===== config.mk =====
export PLATFORM = sky130hd
export DESIGN_NAME = dispatch_wide_flat
export DESIGN_NICKNAME = d
export VERILOG_FILES = /design/src/rtl/dispatch_wide_pkg.sv /design/src/rtl/dispatch_wide_if.sv /design/src/rtl/dispatch_wide_queue.sv /design/src/rtl/dispatch_wide.sv /design/src/flat_wrapper.sv
export SDC_FILE = /design/constraint.sdc
export NUM_CORES = 1
export LEC_CHECK = 0
export CAP_MARGIN = 20
export CORE_UTILIZATION = 45
export CTS_CLUSTER_SIZE = 30
export DETAILED_ROUTE_END_ITERATION = 10
export PLACE_DENSITY = 0.88
export SYNTH_ARGS = -nofsm -noshare
export SYNTH_HDL_FRONTEND = slang
export SYNTH_SLANG_ARGS = --single-unit

===== constraint.sdc =====
create_clock -name clk -period 3.2 [get_ports clk]
set_input_delay 0.96 -clock clk [delete_from_list [all_inputs] [get_ports clk]]
set_output_delay 0.96 -clock clk [all_outputs]
set_load 0.005 [all_outputs]

===== src/rtl/dispatch_wide_pkg.sv =====
// rtl/dispatch_wide_pkg.sv - ooop_types: rename packet, RS entry and FU type shared by the dispatch slice
package ooop_types;

  typedef enum logic [1:0] {
    FU_ALU = 2'd0,
    FU_BRU = 2'd1,
    FU_LSU = 2'd2
  } fu_type_t;

  typedef struct packed {
    fu_type_t    fu_type;
    logic [3:0]  op;
    logic [5:0]  prd;
    logic [5:0]  prs1;
    logic [5:0]  prs2;
    logic [15:0] imm;
  } rename_pkt_t;

  typedef struct packed {
    logic        valid;
    fu_type_t    fu_type;
    logic [3:0]  op;
    logic [5:0]  prd;
    logic [5:0]  prs1;
    logic [5:0]  prs2;
    logic [15:0] imm;
  } rs_entry_t;

  function automatic rs_entry_t to_rs_entry(rename_pkt_t p);
    rs_entry_t e;
    e.valid   = 1'b1;
    e.fu_type = p.fu_type;
    e.op      = p.op;
    e.prd     = p.prd;
    e.prs1    = p.prs1;
    e.prs2    = p.prs2;
    e.imm     = p.imm;
    return e;
  endfunction

  function automatic logic [31:0] sat_inc32(logic [31:0] x);
    return (x == 32'hFFFF_FFFF) ? x : x + 32'd1;
  endfunction

endpackage


===== src/rtl/dispatch_wide_if.sv =====
// rtl/dispatch_wide_if.sv - rename input, RS insert and ROB allocate signals of the wide dispatch stage
interface dispatch_wide_if
  import ooop_types::*;
#(
  parameter int DISP_W    = 2,
  parameter int ROB_CNT_W = 4
);
  localparam int DCW = $clog2(DISP_W + 1);

  logic                     valid_in;
  logic                     ready_out;
  rename_pkt_t              pkt_in;
  logic                     rs_alu_ready_i;
  logic                     rs_bru_ready_i;
  logic                     rs_lsu_ready_i;
  logic                     rs_alu_valid_o;
  logic                     rs_bru_valid_o;
  logic                     rs_lsu_valid_o;
  rs_entry_t                rs_alu_entry_o;
  rs_entry_t                rs_bru_entry_o;
  rs_entry_t                rs_lsu_entry_o;
  logic [ROB_CNT_W-1:0]     rob_free_i;
  logic [DISP_W-1:0]        rob_alloc_valid_o;
  rename_pkt_t [DISP_W-1:0] rob_alloc_pkt_o;
  logic [DCW-1:0]           disp_count_o;

  modport master (
    output valid_in, pkt_in, rs_alu_ready_i, rs_bru_ready_i, rs_lsu_ready_i, rob_free_i,
    input  ready_out, rs_alu_valid_o, rs_bru_valid_o, rs_lsu_valid_o,
           rs_alu_entry_o, rs_bru_entry_o, rs_lsu_entry_o,
           rob_alloc_valid_o, rob_alloc_pkt_o, disp_count_o
  );

  modport slave (
    input  valid_in, pkt_in, rs_alu_ready_i, rs_bru_ready_i, rs_lsu_ready_i, rob_free_i,
    output ready_out, rs_alu_valid_o, rs_bru_valid_o, rs_lsu_valid_o,
           rs_alu_entry_o, rs_bru_entry_o, rs_lsu_entry_o,
           rob_alloc_valid_o, rob_alloc_pkt_o, disp_count_o
  );

endinterface


===== src/rtl/dispatch_wide_queue.sv =====
// rtl/dispatch_wide_queue.sv - dispatch_queue: circular packet buffer, single push, multi-pop, flush clear
module dispatch_queue
  import ooop_types::*;
#(
  parameter  int DEPTH  = 4,
  parameter  int DISP_W = 2,
  localparam int PW     = $clog2(DEPTH),
  localparam int CW     = $clog2(DEPTH + 1),
  localparam int DCW    = $clog2(DISP_W + 1)
) (
  input  logic                     clk,
  input  logic                     rst_n,
  input  logic                     flush,
  input  logic                     push,
  input  rename_pkt_t              push_pkt,
  input  logic [DCW-1:0]           pop_cnt,
  output logic [CW-1:0]            count,
  output rename_pkt_t [DISP_W-1:0] head_pkt
);

  rename_pkt_t    mem [DEPTH];
  logic [PW-1:0]  head;
  logic [PW-1:0]  tail;

  // DEPTH is a power of two, so PW-bit pointer arithmetic wraps on its own
  always_comb begin
    for (int k = 0; k < DISP_W; k++) begin
      head_pkt[k] = mem[head + PW'(k)];
    end
  end

  always_ff @(posedge clk or negedge rst_n) begin
    if (!rst_n) begin
      head  <= '0;
      tail  <= '0;
      count <= '0;
      for (int i = 0; i < DEPTH; i++) begin
        mem[i] <= '0;
      end
    end else if (flush) begin
      head  <= tail;
      count <= '0;
    end else begin
      if (push) begin
        mem[tail] <= push_pkt;
        tail      <= tail + PW'(1);
      end
      head  <= head + PW'(pop_cnt);
      count <= count + CW'(push) - CW'(pop_cnt);
    end
  end

endmodule


===== src/rtl/dispatch_wide.sv =====
// rtl/dispatch_wide.sv - dispatch_wide: in-order multi-lane dispatch into ALU/BRU/LSU RS with ROB lanes
// Optional stall/empty statistics counters are built when DISPATCH_STATS_EN is defined.
module dispatch_wide
  import ooop_types::*;
#(
  parameter int DEPTH     = 4,
  parameter int DISP_W    = 2,
  parameter int ROB_CNT_W = 4
) (
  input  logic           clk,
  input  logic           rst_n,
  input  logic           flush_i,
`ifdef DISPATCH_STATS_EN
  output logic [31:0]    stall_rob_o,
  output logic [31:0]    stall_rs_o,
  output logic [31:0]    empty_o,
`endif
  dispatch_wide_if.slave bus
);

  localparam int CW  = $clog2(DEPTH + 1);
  localparam int DCW = $clog2(DISP_W + 1);

  logic [CW-1:0]            count;
  rename_pkt_t [DISP_W-1:0] slot;
  logic [DCW-1:0]           disp_cnt;
  logic                     push;
  logic [ROB_CNT_W-1:0]     rob_free;
  logic [3:0]               rs_ready;
  logic [3:0]               used;
  logic                     fire_prev;
  logic                     fire_k;
  fu_type_t                 fu;

  assign rob_free      = bus.rob_free_i;
  assign bus.ready_out = (count < CW'(DEPTH));
  assign push          = bus.valid_in && bus.ready_out && !flush_i;

  // Indexed by fu_type; the unused encoding has no ready bit, so it can never fire.
  assign rs_ready = {1'b0, bus.rs_lsu_ready_i, bus.rs_bru_ready_i, bus.rs_alu_ready_i};

  dispatch_queue #(
    .DEPTH  (DEPTH),
    .DISP_W (DISP_W)
  ) u_queue (
    .clk      (clk),
    .rst_n    (rst_n),
    .flush    (flush_i),
    .push     (push),
    .push_pkt (bus.pkt_in),
    .pop_cnt  (disp_cnt),
    .count    (count),
    .head_pkt (slot)
  );

  always_comb begin
    fire_prev             = 1'b1;
    fire_k                = 1'b0;
    fu                    = FU_ALU;
    used                  = '0;
    disp_cnt              = '0;
    bus.rs_alu_valid_o    = 1'b0;
    bus.rs_bru_valid_o    = 1'b0;
    bus.rs_lsu_valid_o    = 1'b0;
    bus.rs_alu_entry_o    = '0;
    bus.rs_bru_entry_o    = '0;
    bus.rs_lsu_entry_o    = '0;
    bus.rob_alloc_valid_o = '0;
    for (int k = 0; k < DISP_W; k++) begin
      fu     = slot[k].fu_type;
      fire_k = fire_prev && (int'(count) > k) && (int'(rob_free) > k) && !flush_i
               && rs_ready[fu] && !used[fu];
      if (fire_k) begin
        used[fu]                 = 1'b1;
        bus.rob_alloc_valid_o[k] = 1'b1;
        disp_cnt                 = disp_cnt + DCW'(1);
        case (fu)
          FU_ALU: begin
            bus.rs_alu_valid_o = 1'b1;
            bus.rs_alu_entry_o = to_rs_entry(slot[k]);
          end
          FU_BRU: begin
            bus.rs_bru_valid_o = 1'b1;
            bus.rs_bru_entry_o = to_rs_entry(slot[k]);
          end
          default: begin
            bus.rs_lsu_valid_o = 1'b1;
            bus.rs_lsu_entry_o = to_rs_entry(slot[k]);
          end
        endcase
      end
      fire_prev = fire_k;
    end
  end

  assign bus.rob_alloc_pkt_o = slot;
  assign bus.disp_count_o    = disp_cnt;

`ifdef DISPATCH_STATS_EN
  // Attribute each non-flush cycle to at most one reason lane 0 did not make progress.
  always_ff @(posedge clk or negedge rst_n) begin
    if (!rst_n) begin
      stall_rob_o <= '0;
      stall_rs_o  <= '0;
      empty_o     <= '0;
    end else if (!flush_i) begin
      if (count == '0) begin
        empty_o <= sat_inc32(empty_o);
      end else if (rob_free == '0) begin
        stall_rob_o <= sat_inc32(stall_rob_o);
      end else if (!rs_ready[slot[0].fu_type]) begin
        stall_rs_o <= sat_inc32(stall_rs_o);
      end
    end
  end
`endif

endmodule


===== src/flat_wrapper.sv =====
// flat-port wrapper written by rule: the top's interface ports become plain ports
module dispatch_wide_flat import ooop_types::*;
#(
  parameter int DEPTH     = 4,
  parameter int DISP_W    = 2,
  parameter int ROB_CNT_W = 4
)
  (clk, rst_n, flush_i, bus_valid_in, bus_pkt_in, bus_rs_alu_ready_i, bus_rs_bru_ready_i, bus_rs_lsu_ready_i, bus_rob_free_i, bus_ready_out, bus_rs_alu_valid_o, bus_rs_bru_valid_o, bus_rs_lsu_valid_o, bus_rs_alu_entry_o, bus_rs_bru_entry_o, bus_rs_lsu_entry_o, bus_rob_alloc_valid_o, bus_rob_alloc_pkt_o, bus_disp_count_o);
  dispatch_wide_if #(.DISP_W(DISP_W), .ROB_CNT_W(ROB_CNT_W)) bus_i ();
  input  logic clk;
  input  logic rst_n;
  input  logic flush_i;
  input wire logic [$bits(bus_i.valid_in)-1:0] bus_valid_in;
  input wire logic [$bits(bus_i.pkt_in)-1:0] bus_pkt_in;
  input wire logic [$bits(bus_i.rs_alu_ready_i)-1:0] bus_rs_alu_ready_i;
  input wire logic [$bits(bus_i.rs_bru_ready_i)-1:0] bus_rs_bru_ready_i;
  input wire logic [$bits(bus_i.rs_lsu_ready_i)-1:0] bus_rs_lsu_ready_i;
  input wire logic [$bits(bus_i.rob_free_i)-1:0] bus_rob_free_i;
  output wire logic [$bits(bus_i.ready_out)-1:0] bus_ready_out;
  output wire logic [$bits(bus_i.rs_alu_valid_o)-1:0] bus_rs_alu_valid_o;
  output wire logic [$bits(bus_i.rs_bru_valid_o)-1:0] bus_rs_bru_valid_o;
  output wire logic [$bits(bus_i.rs_lsu_valid_o)-1:0] bus_rs_lsu_valid_o;
  output wire logic [$bits(bus_i.rs_alu_entry_o)-1:0] bus_rs_alu_entry_o;
  output wire logic [$bits(bus_i.rs_bru_entry_o)-1:0] bus_rs_bru_entry_o;
  output wire logic [$bits(bus_i.rs_lsu_entry_o)-1:0] bus_rs_lsu_entry_o;
  output wire logic [$bits(bus_i.rob_alloc_valid_o)-1:0] bus_rob_alloc_valid_o;
  output wire logic [$bits(bus_i.rob_alloc_pkt_o)-1:0] bus_rob_alloc_pkt_o;
  output wire logic [$bits(bus_i.disp_count_o)-1:0] bus_disp_count_o;
  assign bus_i.valid_in = bus_valid_in;
  assign bus_i.pkt_in = bus_pkt_in;
  assign bus_i.rs_alu_ready_i = bus_rs_alu_ready_i;
  assign bus_i.rs_bru_ready_i = bus_rs_bru_ready_i;
  assign bus_i.rs_lsu_ready_i = bus_rs_lsu_ready_i;
  assign bus_i.rob_free_i = bus_rob_free_i;
  assign bus_ready_out = bus_i.ready_out;
  assign bus_rs_alu_valid_o = bus_i.rs_alu_valid_o;
  assign bus_rs_bru_valid_o = bus_i.rs_bru_valid_o;
  assign bus_rs_lsu_valid_o = bus_i.rs_lsu_valid_o;
  assign bus_rs_alu_entry_o = bus_i.rs_alu_entry_o;
  assign bus_rs_bru_entry_o = bus_i.rs_bru_entry_o;
  assign bus_rs_lsu_entry_o = bus_i.rs_lsu_entry_o;
  assign bus_rob_alloc_valid_o = bus_i.rob_alloc_valid_o;
  assign bus_rob_alloc_pkt_o = bus_i.rob_alloc_pkt_o;
  assign bus_disp_count_o = bus_i.disp_count_o;
  dispatch_wide #(.DEPTH(DEPTH), .DISP_W(DISP_W), .ROB_CNT_W(ROB_CNT_W)) u_core (.clk(clk), .rst_n(rst_n), .flush_i(flush_i), .bus(bus_i));
endmodule

==> reports/results.ini <==
[clock_network]
clock_latency_ns = 0.41
cts-root-buf = clkbuf_16
ctsHoldBuffers = 0
cts_buffers = 17
cts.htree.levels = 4
cts_buffer_depth = 2
cts_tree = built
clkTransAtPathRegs_ns = 0.07
clkSinkCount = 167

[worst_setup_path]
crit_arrival_ns = 2.90
crit_type = reg -> out
reg2reg_setup_slack_ns = -0.18
crit_path_end_kind = primary output
cp-start-kind = flop
crit_buf_inv = 6
worst_path_max_delay_cell = mux4_2
cp_top_family = buffers and inverters
crit_fanout = 6
critPathMostFrequentCell = buf_6
path_cells = mux4_2, nor4_2, buf_4, nand2_8, buf_6, buf_16, buf_8, buf_6, o22ai_2, buf_2
cp_data_required_time_ns = 2.24
cpPeakStageDelay_ns = 0.61

[drt]
drt_wl_total_mm = 39.0
top_layer = met4
met1Wirelength_mm = 14.8
dr_wl_met3_mm = 2.94
wl_met2_mm = 19.6
wl_per_cell_um = 23.8
first_pass_iters = 5
vias = 9874
drt_iter0_markers = 646
ant_nets = 0
drc = 0
viasPerCell = 6.02

[finish]
utilization_pct = 74.5
drive_gt1_share_pct = 52.5
fin_nets = 1411
fin_cells = 1641
syn_to_final_growth_pct = 60.2

[synth]
synth_fa_ha_area_share_pct = 1.09
yosys.area_share.xor_xnor_pct = 0.619
synth_ff_type = dfrtp_1
synth-seq-area-share_pct = 42.2
yosys.cell_count.top_type = mux2_2
synth_cell_type_count = 37
synth_warnings = 0
syn_inst = 960
syn_area_um2 = 9900
synth_compound_area_share_pct = 11.7
avgSynthCellArea_um2 = 10.3
synthSimpleGateAreaFrac_pct = 5.60
synth_edf_count = 0
ys_ff_latch = 167
yosys.area.top_type = dfrtp_1
synthMuxAreaShare_pct = 31.6
synth_top_cell_area_share_pct = 42.2
synth.area.top_cells = dfrtp_1 (42%), mux2_2 (23%), mux2i_1 (7.7%)
synth_common_cells = mux2_2 (200), dfrtp_1 (167), o22ai_1 (115)
synthArstFlopShare_pct = 100
synth_top_family_by_area = multiplexers

[grt]
overflow = 0
track_usage_pct = 28.4
grt_max_degree = 77
grt_pass1_wl_mm = 49.8
grt_antenna_before_repair = 1
grt_pass1_vias = 9492

[worst_hold_path]
hold_path_class = in -> async

[die]
ioPinCount = 262
fp-row-count = 53
die_y_um = 150
dieArea_um2 = 22600
core_um2 = 21300
initial_core_util_pct = 46.5
die_w_um = 150

[job]
cap_violations = 0

[place]
port_buffers = 257
gp_congestion = 0.813
hpwl_mm = 19.4
dp.cells = 1532

[timing]
layout_setup_ws_ns = -0.661
rsz0062_at_grt = yes
layout_min_cycle_time_ns = 3.86
final_hold_viol_count = 0
finalCritPeriodShare_pct = 121
clock_skew_ns = 0.0124
slew_viol_final = 0
setup_viol = 204
fmax_mhz = 259

[outcome]
violations = setup timing
outcome = finished with violations

[pwr]
leakage_uw = 0.00737
vdd_drop_max_mv = 0.753
powerDensity_nw_per_um2 = 1180

## layer usage
layer / track usage, % / vias up
met2: 49.9 / 551
met3: 5.97 / 153
li1: - / 4196
met5: 0 / -
met4: 10.4 / 0
met1: 34.2 / 4974
## cell type report
| class | count | area, um^2 |
|---|---|---|
| Multi-Input combinational cell | 627 | 6080 |
| Fill cell | 1223 | 5430 |
| Timing Repair Buffer | 455 | 4330 |
| Sequential cell | 167 | 4190 |
| Clock buffer | 18 | 439 |
| Tap cell | 275 | 344 |
| Inverter | 84 | 315 |
| Clock inverter | 14 | 160 |
| Antenna cell | 1 | 2.50 |
## stage by stage
| stage | total power (uW) | setup slack (ns) | hold WS [ns] | setup TNS, ns | instance area (um^2) |
|---|---|---|---|---|---|
| 6_report | 18700 | -0.661 | 0.399 | -82.50 | 15900 |
| 5_1_grt | 19600 | -0.728 | 0.397 | -95.51 | 15900 |
| 3_3_place_gp | 13400 | -1.11 | 0.483 | -142.40 | 13600 |
| 2_1_floorplan | 8740 | 0.0109 | 0.475 | 0 | 9920 |
| 3_5_place_dp | 13800 | -1.18 | 0.490 | -150.43 | 13600 |
| 4_1_cts | 16500 | -0.821 | 0.386 | -103.16 | 14700 |
## kinds of logic (layout without fill, tap and decap cells)
family,after synthesis,count (layout)
mux,281,281
compound gates,200,200
buf+inv,169,571
flops,167,167
simple gates,127,127
fa+ha+maj,8,8
xor+xnor,7,7
other cells,1,5
## layout by cell type, fill, tap and decap left out, types with 44 or more instances in the layout
| master | instances |
|---|---|
| dfrtp_1 | 165 |
| mux2i_1 | 76 |
| mux2_2 | 199 |
| buf_2 | 114 |
| nor2_1 | 47 |
| inv_1 | 84 |
| clkdlybuf4s50_1 | 122 |
| o22ai_2 | 95 |
| buf_4 | 110 |
| nand2_1 | 44 |
## registers in the layout, indices dropped and copies added, names as in the netlist
register              count
u_core.u_queue.mem      160
u_core.u_queue.count      3
u_core.u_queue.head       2
u_core.u_queue.tail       2
## power breakdown
group          switching, uW  internal (uW)  total [uW]
Sequential               818           3190        4010
Clock                    901           1190        2090
Combinational           5960           6640       12600
Total                   7680          11000       18700
## path summary, 6_finish.rpt
path,start,endpoint,depth (start not counted)
worst min register to register,u_core.u_queue.mem[4]$_DFFE_PN0P_,u_core.u_queue.mem[4]$_DFFE_PN0P_,1
worst max-delay path,u_core.u_queue.head[1]$_DFF_PN0_,bus_rs_bru_entry_o[37],10
min in group clk,u_core.u_queue.mem[4]$_DFFE_PN0P_,u_core.u_queue.mem[4]$_DFFE_PN0P_,1
max in group asynchronous,rst_n,u_core.u_queue.mem[25]$_DFFE_PN0P_,2
worst min-delay path,rst_n,u_core.u_queue.mem[46]$_DFFE_PN0P_,1
worst max register to register,u_core.u_queue.head[1]$_DFF_PN0_,u_core.u_queue.count[1]$_DFF_PN0_,13
## timing repair
item,in CTS,in global routing
cloned,7,14
setup buffers,28,33
gates resized for setup,350,400
pin swaps,11,44
setup endpoints to repair,205,206
No activity file was read; power rests on OpenSTA's default activity.
